<file path="config.mk">
export PLATFORM = sky130hd
export DESIGN_NAME = mem_arbiter
export DESIGN_NICKNAME = d
export VERILOG_FILES = /design/src/rtl/mem_arbiter.sv
export SDC_FILE = /design/constraint.sdc
export NUM_CORES = 1
export LEC_CHECK = 0
export ABC_AREA = 1
export CAP_MARGIN = 20
export CORE_UTILIZATION = 31
export DETAILED_ROUTE_END_ITERATION = 16
export PLACE_DENSITY = 0.95
export RECOVER_POWER = 50
export SLEW_MARGIN = 20
export SYNTH_ARGS = -nofsm -noshare
export SYNTH_HDL_FRONTEND = slang
export SYNTH_SLANG_ARGS = --single-unit
</file>
<file path="constraint.sdc">
create_clock -name clk -period 5.95 [get_ports clk]
set_clock_uncertainty 0.15 [all_clocks]
set_input_delay 1.785 -clock clk [delete_from_list [all_inputs] [get_ports clk]]
set_output_delay 1.785 -clock clk [all_outputs]
set_load 0.005 [all_outputs]
</file>
<file path="src/rtl/mem_arbiter.sv">
// Shares one pipelined memory between I-cache and D-cache fills and steers read returns to the cache that issued them.
// Latency: grant 1 cycle after req, forwarding and steering are combinational. Backpressure: a low grant stalls that cache; switching owners drains in-flight reads and then spends one IDLE cycle.
module mem_arbiter #(
    parameter int ADDR_W  = 16,
    parameter int DATA_W  = 16,
    parameter int MEM_LAT = 4,
    parameter int CNT_W   = 3
) (
    input  logic              clk,
    input  logic              rst,
    input  logic              icache_req,
    input  logic              icache_en,
    input  logic [ADDR_W-1:0] icache_addr,
    input  logic              dcache_req,
    input  logic              dcache_en,
    input  logic              dcache_wr,
    input  logic [ADDR_W-1:0] dcache_addr,
    input  logic [DATA_W-1:0] dcache_wdata,
    input  logic [DATA_W-1:0] mem_data_out,
    input  logic              mem_data_valid,
    output logic              icache_grant,
    output logic              dcache_grant,
    output logic              icache_valid,
    output logic              dcache_valid,
    output logic [DATA_W-1:0] rdata,
    output logic              mem_enable,
    output logic              mem_wr,
    output logic [ADDR_W-1:0] mem_addr,
    output logic [DATA_W-1:0] mem_data_in,
    output logic              busy
);

    typedef enum logic [1:0] {IDLE, GRANT_I, GRANT_D, DRAIN} state_t;
    typedef enum logic [1:0] {OWN_NONE, OWN_I, OWN_D} owner_t;
    typedef enum logic {LAST_I, LAST_D} last_t;

    localparam logic [CNT_W-1:0] LAT_MAX = CNT_W'(MEM_LAT);

    state_t            state;
    owner_t            owner;
    last_t             last_served;
    logic [CNT_W-1:0]  inflight;
    logic [CNT_W-1:0]  inflight_nxt;
    logic              rd_issue;

    always_comb begin
        mem_enable  = 1'b0;
        mem_wr      = 1'b0;
        mem_addr    = '0;
        mem_data_in = '0;
        if (icache_grant) begin
            mem_enable = icache_en;
            if (icache_en) mem_addr = icache_addr;
        end else if (dcache_grant) begin
            mem_enable = dcache_en;
            mem_wr     = dcache_en & dcache_wr;
            if (dcache_en) mem_addr = dcache_addr;
            if (dcache_en & dcache_wr) mem_data_in = dcache_wdata;
        end
    end

    // Only reads produce a return, so only reads are tracked; both ends saturate.
    always_comb begin
        rd_issue     = mem_enable & ~mem_wr;
        inflight_nxt = inflight;
        if (rd_issue && !mem_data_valid && inflight != LAT_MAX)
            inflight_nxt = inflight + CNT_W'(1);
        else if (!rd_issue && mem_data_valid && inflight != '0)
            inflight_nxt = inflight - CNT_W'(1);
    end

    assign icache_valid = mem_data_valid & (owner == OWN_I);
    assign dcache_valid = mem_data_valid & (owner == OWN_D);
    assign rdata        = mem_data_out;

    always_ff @(posedge clk) begin
        if (rst) begin
            state        <= IDLE;
            owner        <= OWN_NONE;
            last_served  <= LAST_I;
            inflight     <= '0;
            icache_grant <= 1'b0;
            dcache_grant <= 1'b0;
            busy         <= 1'b0;
        end else begin
            inflight <= inflight_nxt;
            case (state)
                IDLE: begin
                    if (dcache_req && (!icache_req || last_served == LAST_I)) begin
                        state        <= GRANT_D;
                        owner        <= OWN_D;
                        last_served  <= LAST_D;
                        dcache_grant <= 1'b1;
                        busy         <= 1'b1;
                    end else if (icache_req) begin
                        state        <= GRANT_I;
                        owner        <= OWN_I;
                        last_served  <= LAST_I;
                        icache_grant <= 1'b1;
                        busy         <= 1'b1;
                    end
                end
                GRANT_I: begin
                    if (!icache_req) begin
                        state        <= DRAIN;
                        icache_grant <= 1'b0;
                    end
                end
                GRANT_D: begin
                    if (!dcache_req) begin
                        state        <= DRAIN;
                        dcache_grant <= 1'b0;
                    end
                end
                DRAIN: begin
                    // Owner stays put so late returns still reach the cache that asked for them.
                    if (inflight == '0 && !mem_data_valid) begin
                        state <= IDLE;
                        owner <= OWN_NONE;
                        busy  <= 1'b0;
                    end
                end
                default: begin
                    state        <= IDLE;
                    owner        <= OWN_NONE;
                    icache_grant <= 1'b0;
                    dcache_grant <= 1'b0;
                    busy         <= 1'b0;
                end
            endcase
        end
    end

endmodule
</file>
==> impl_metrics.csv <==
group,metric,value,unit
clock_tree,clk_pin_slew_worst_paths,0.05,ns
timing,finalCritPeriodShare,0.908,
worst_setup_path,worstReg2RegEnd,"inflight[2]",
worst_setup_path,cp.required,4.01,ns
worst_setup_path,critical_path_class,"input pin to output port",
die,fp.dieW,64.0,um
clock_tree,cts.repair.resized,0,
timing,setup_viol,0,
logic_synthesis,synth_top_area_frac,0.185,
final_layout,fin_nets,354,
die,ios,127,
routing,drt-vias-per-instance,4.64,
routing,drt-total-wl,3.85,mm
die,placementRows,22,
timing,period_needed,5.40,ns
die,start_util,0.323,
worst_setup_path,worstPathMaxFanout,17,
placement,hpwl,3.11,mm
logic_synthesis,netlist_area,1190,um2
clock_tree,cts_setup_buffers,0,
timing,worst-slew-pin-transition,0.787,ns
routing,dr_total_vias,1502,
global_route,grt_util_met3,0.0643,
placement,dpl.cell_count,320,
global_route,grt_pass1_vias,1410,
worst_setup_path,r2r-start,"icache_grant",
logic_synthesis,synth-seq-area-share,0.185,
power,switching_share,0.414,
placement,io_buffers,94,
logic_synthesis,muxShareOfSynthArea,0,
timing,fmax,185,MHz
final_layout,finalInstanceArea,2070,um2
placement,dpl_cell_area,2030,um2
power,pwr-share-seq,0.261,
die,core,3690,um2
logic_synthesis,syn_inst,201,
global_route,grt_max_degree,21,
logic_synthesis,synth_warnings,0,
final_layout,layout-area-overhead-vs-synth,73.7,%
timing,layout_setup_ws,0.548,ns
power,leakage,0.954,nW
logic_synthesis,synthXorXnorAreaFrac,0,
logic_synthesis,syn_avg_cell_area,5.93,um2
worst_setup_path,reg2reg_slack,3.45,ns
final_layout,final_cells,324,
timing,grt_setup_unrepaired,"false",
clock_tree,clock-sinks,11,
global_route,grt-ovfl-total,0,
power,irDropWorstVdd,0.173,mV
run,maxCapViolations,0,
logic_synthesis,yosysUniqueCellTypes,26,
hold_path,min_path_cells,2,
logic_synthesis,syn_nets,278,
global_route,antenna_found_initial,0,
logic_synthesis,synth_area_leaders,"dfxtp_1, nand3_1, nand2_1, buf_4, nor2_1",
power,p_sw,0.214,mW
global_route,grt.met1_usage,0.207,
power,p_comb_frac,0.596,
placement,gp_congestion,0.859,
clock_tree,ctsRootBufferMaster,"clkbuf_8",
logic_synthesis,synth_compound_area_frac,0.0745,
final_layout,layout_commonest_cell,"clkdlybuf4s50_1",
clock_tree,cts_buffers,3,
logic_synthesis,yosys.area_share.simple,0.443,
power,pwr-share-clk,0.143,
clock_tree,clk_latency,0.24,ns
clock_tree,clockBufferDepth,2,
routing,drc,0,
timing,hold_viol,0,
routing,firstDrtPassIters,4,
global_route,grt_pass1_wl,6.40,mm
logic_synthesis,synth_top_family_by_area,"simple AND/OR/NAND/NOR gates",
placement,pre_cts_slack,0.616,ns
clock_tree,cts_tree,"yes",
global_route,met2_usage,0.351,
hold_path,min_from,"owner[0]",
power,power.density,250,nW/um2
hold_path,whs_endpoint,"owner[0]",
logic_synthesis,ys_ff_latch,11,
worst_setup_path,critPathArrivalTime,3.47,ns
clock_tree,cts.htree.levels,1,
global_route,grt_usage,0.195,
worst_setup_path,rr_worst_depth,8,
worst_setup_path,cp-end-kind,"output port",
clock_tree,hold_buffers,0,
final_layout,antenna_cells,0,
status,status,"finished, final reports clean",
timing,final-max-slew-violation-count,0,
routing,postRouteAntennaNets,0,
timing,fin_tns_setup,0,ns
logic_synthesis,synth-adder-area-share,0.0588,
routing,avgRoutedWirePerCell,11.9,um
timing,relSlewSlack,0.475,
power,p_int,0.303,mW
hold_path,worst_hold_path_type,"register to register",
die,dieArea,4100,um2
die,die_height,64.0,um
global_route,busiest_layer,"met2",
routing,first_iter_violations,57,
final_layout,most-common-layout-cells,"clkdlybuf4s50_1, nand2_1, nand3_1, nor2_1, inv_1",
worst_setup_path,critPathLaunchType,"input pin",
logic_synthesis,yosysTopAreaCell,"dfxtp_1",
final_layout,drive_gt1_frac,0.0399,
power,total_power,0.517,mW
state kept, by name, summed over array words and instances (netlist names):
signal / flops
busy: 1
dcache_grant: 1
icache_grant: 1
inflight: 3
last_served: 1
owner: 2
state: 2
critical path: stages:
cell and delay [ns]:
dlygate4sd3_1 0.90, nand2_1 0.11, nand2_1 0.15, clkdlybuf4s50_1 0.51
how the worst max path moves through the flow:
stage | startpoint | endpoint | slack [ns] | cells past startpoint
CTS | icache_en | mem_enable | 0.61 | 4
floorplan | dcache_en | mem_data_in[10] | 1.62 | 4
global route | icache_en | mem_addr[10] | 0.41 | 4
detailed placement | icache_en | mem_enable | 0.62 | 4
global placement | icache_en | mem_enable | 0.61 | 4
finish | icache_en | mem_enable | 0.55 | 4
power by group through the flow:
stage | combinational (mW) | sequential, mW | clock (mW)
2_1_floorplan | 0.196 | 0.123 | 0
3_3_place_gp | 0.300 | 0.135 | 0
3_5_place_dp | 0.313 | 0.136 | 0
4_1_cts | 0.314 | 0.135 | 0.0765
5_1_grt | 0.345 | 0.141 | 0.0806
6_report | 0.308 | 0.135 | 0.0741
metrics by stage:
step / hold WS (ns) / utilization
after global routing: 0.356 / 0.561
final: 0.337 / 0.561
after global placement: 0.318 / 0.551
after detailed placement: 0.325 / 0.551
after floorplan: 0.299 / -
after CTS: 0.335 / 0.563
area by class of cell:
class | count | area [um2]
flip-flops and latches | 11 | 220
fillers | 354 | 1620
clock buffers | 4 | 45.0
multi-input cells | 136 | 679
well taps | 48 | 60.1
inverters | 30 | 118
repair buffers | 95 | 948
routing by layer:
| metal | up-vias | wire length [um] |
|---|---|---|
| met5 | - | 0 |
| met4 | 0 | 70 |
| met3 | 8 | 407 |
| met2 | 62 | 1830 |
| met1 | 667 | 1540 |
| li1 | 765 | - |
cells by family (layout without fill, tap and decap cells):
logic type,Yosys count,in the layout
simple gates,116,116
buf+inv,54,129
compound gates,15,15
flops,11,11
fa+ha+maj,5,5
Yosys cell counts, drive strengths merged:
cell type	n
buf	21
nand3	37
nand2	42
nor3	3
a21boi	1
fa	1
o21ai	2
clkbuf	3
inv	29
dfxtp	11
ha	4
clkinv	1
a21oi	9
nor2	31
nand4	3
o211ai	1
a211oi	1
o31ai	1
(Power assumes the default switching activity.)
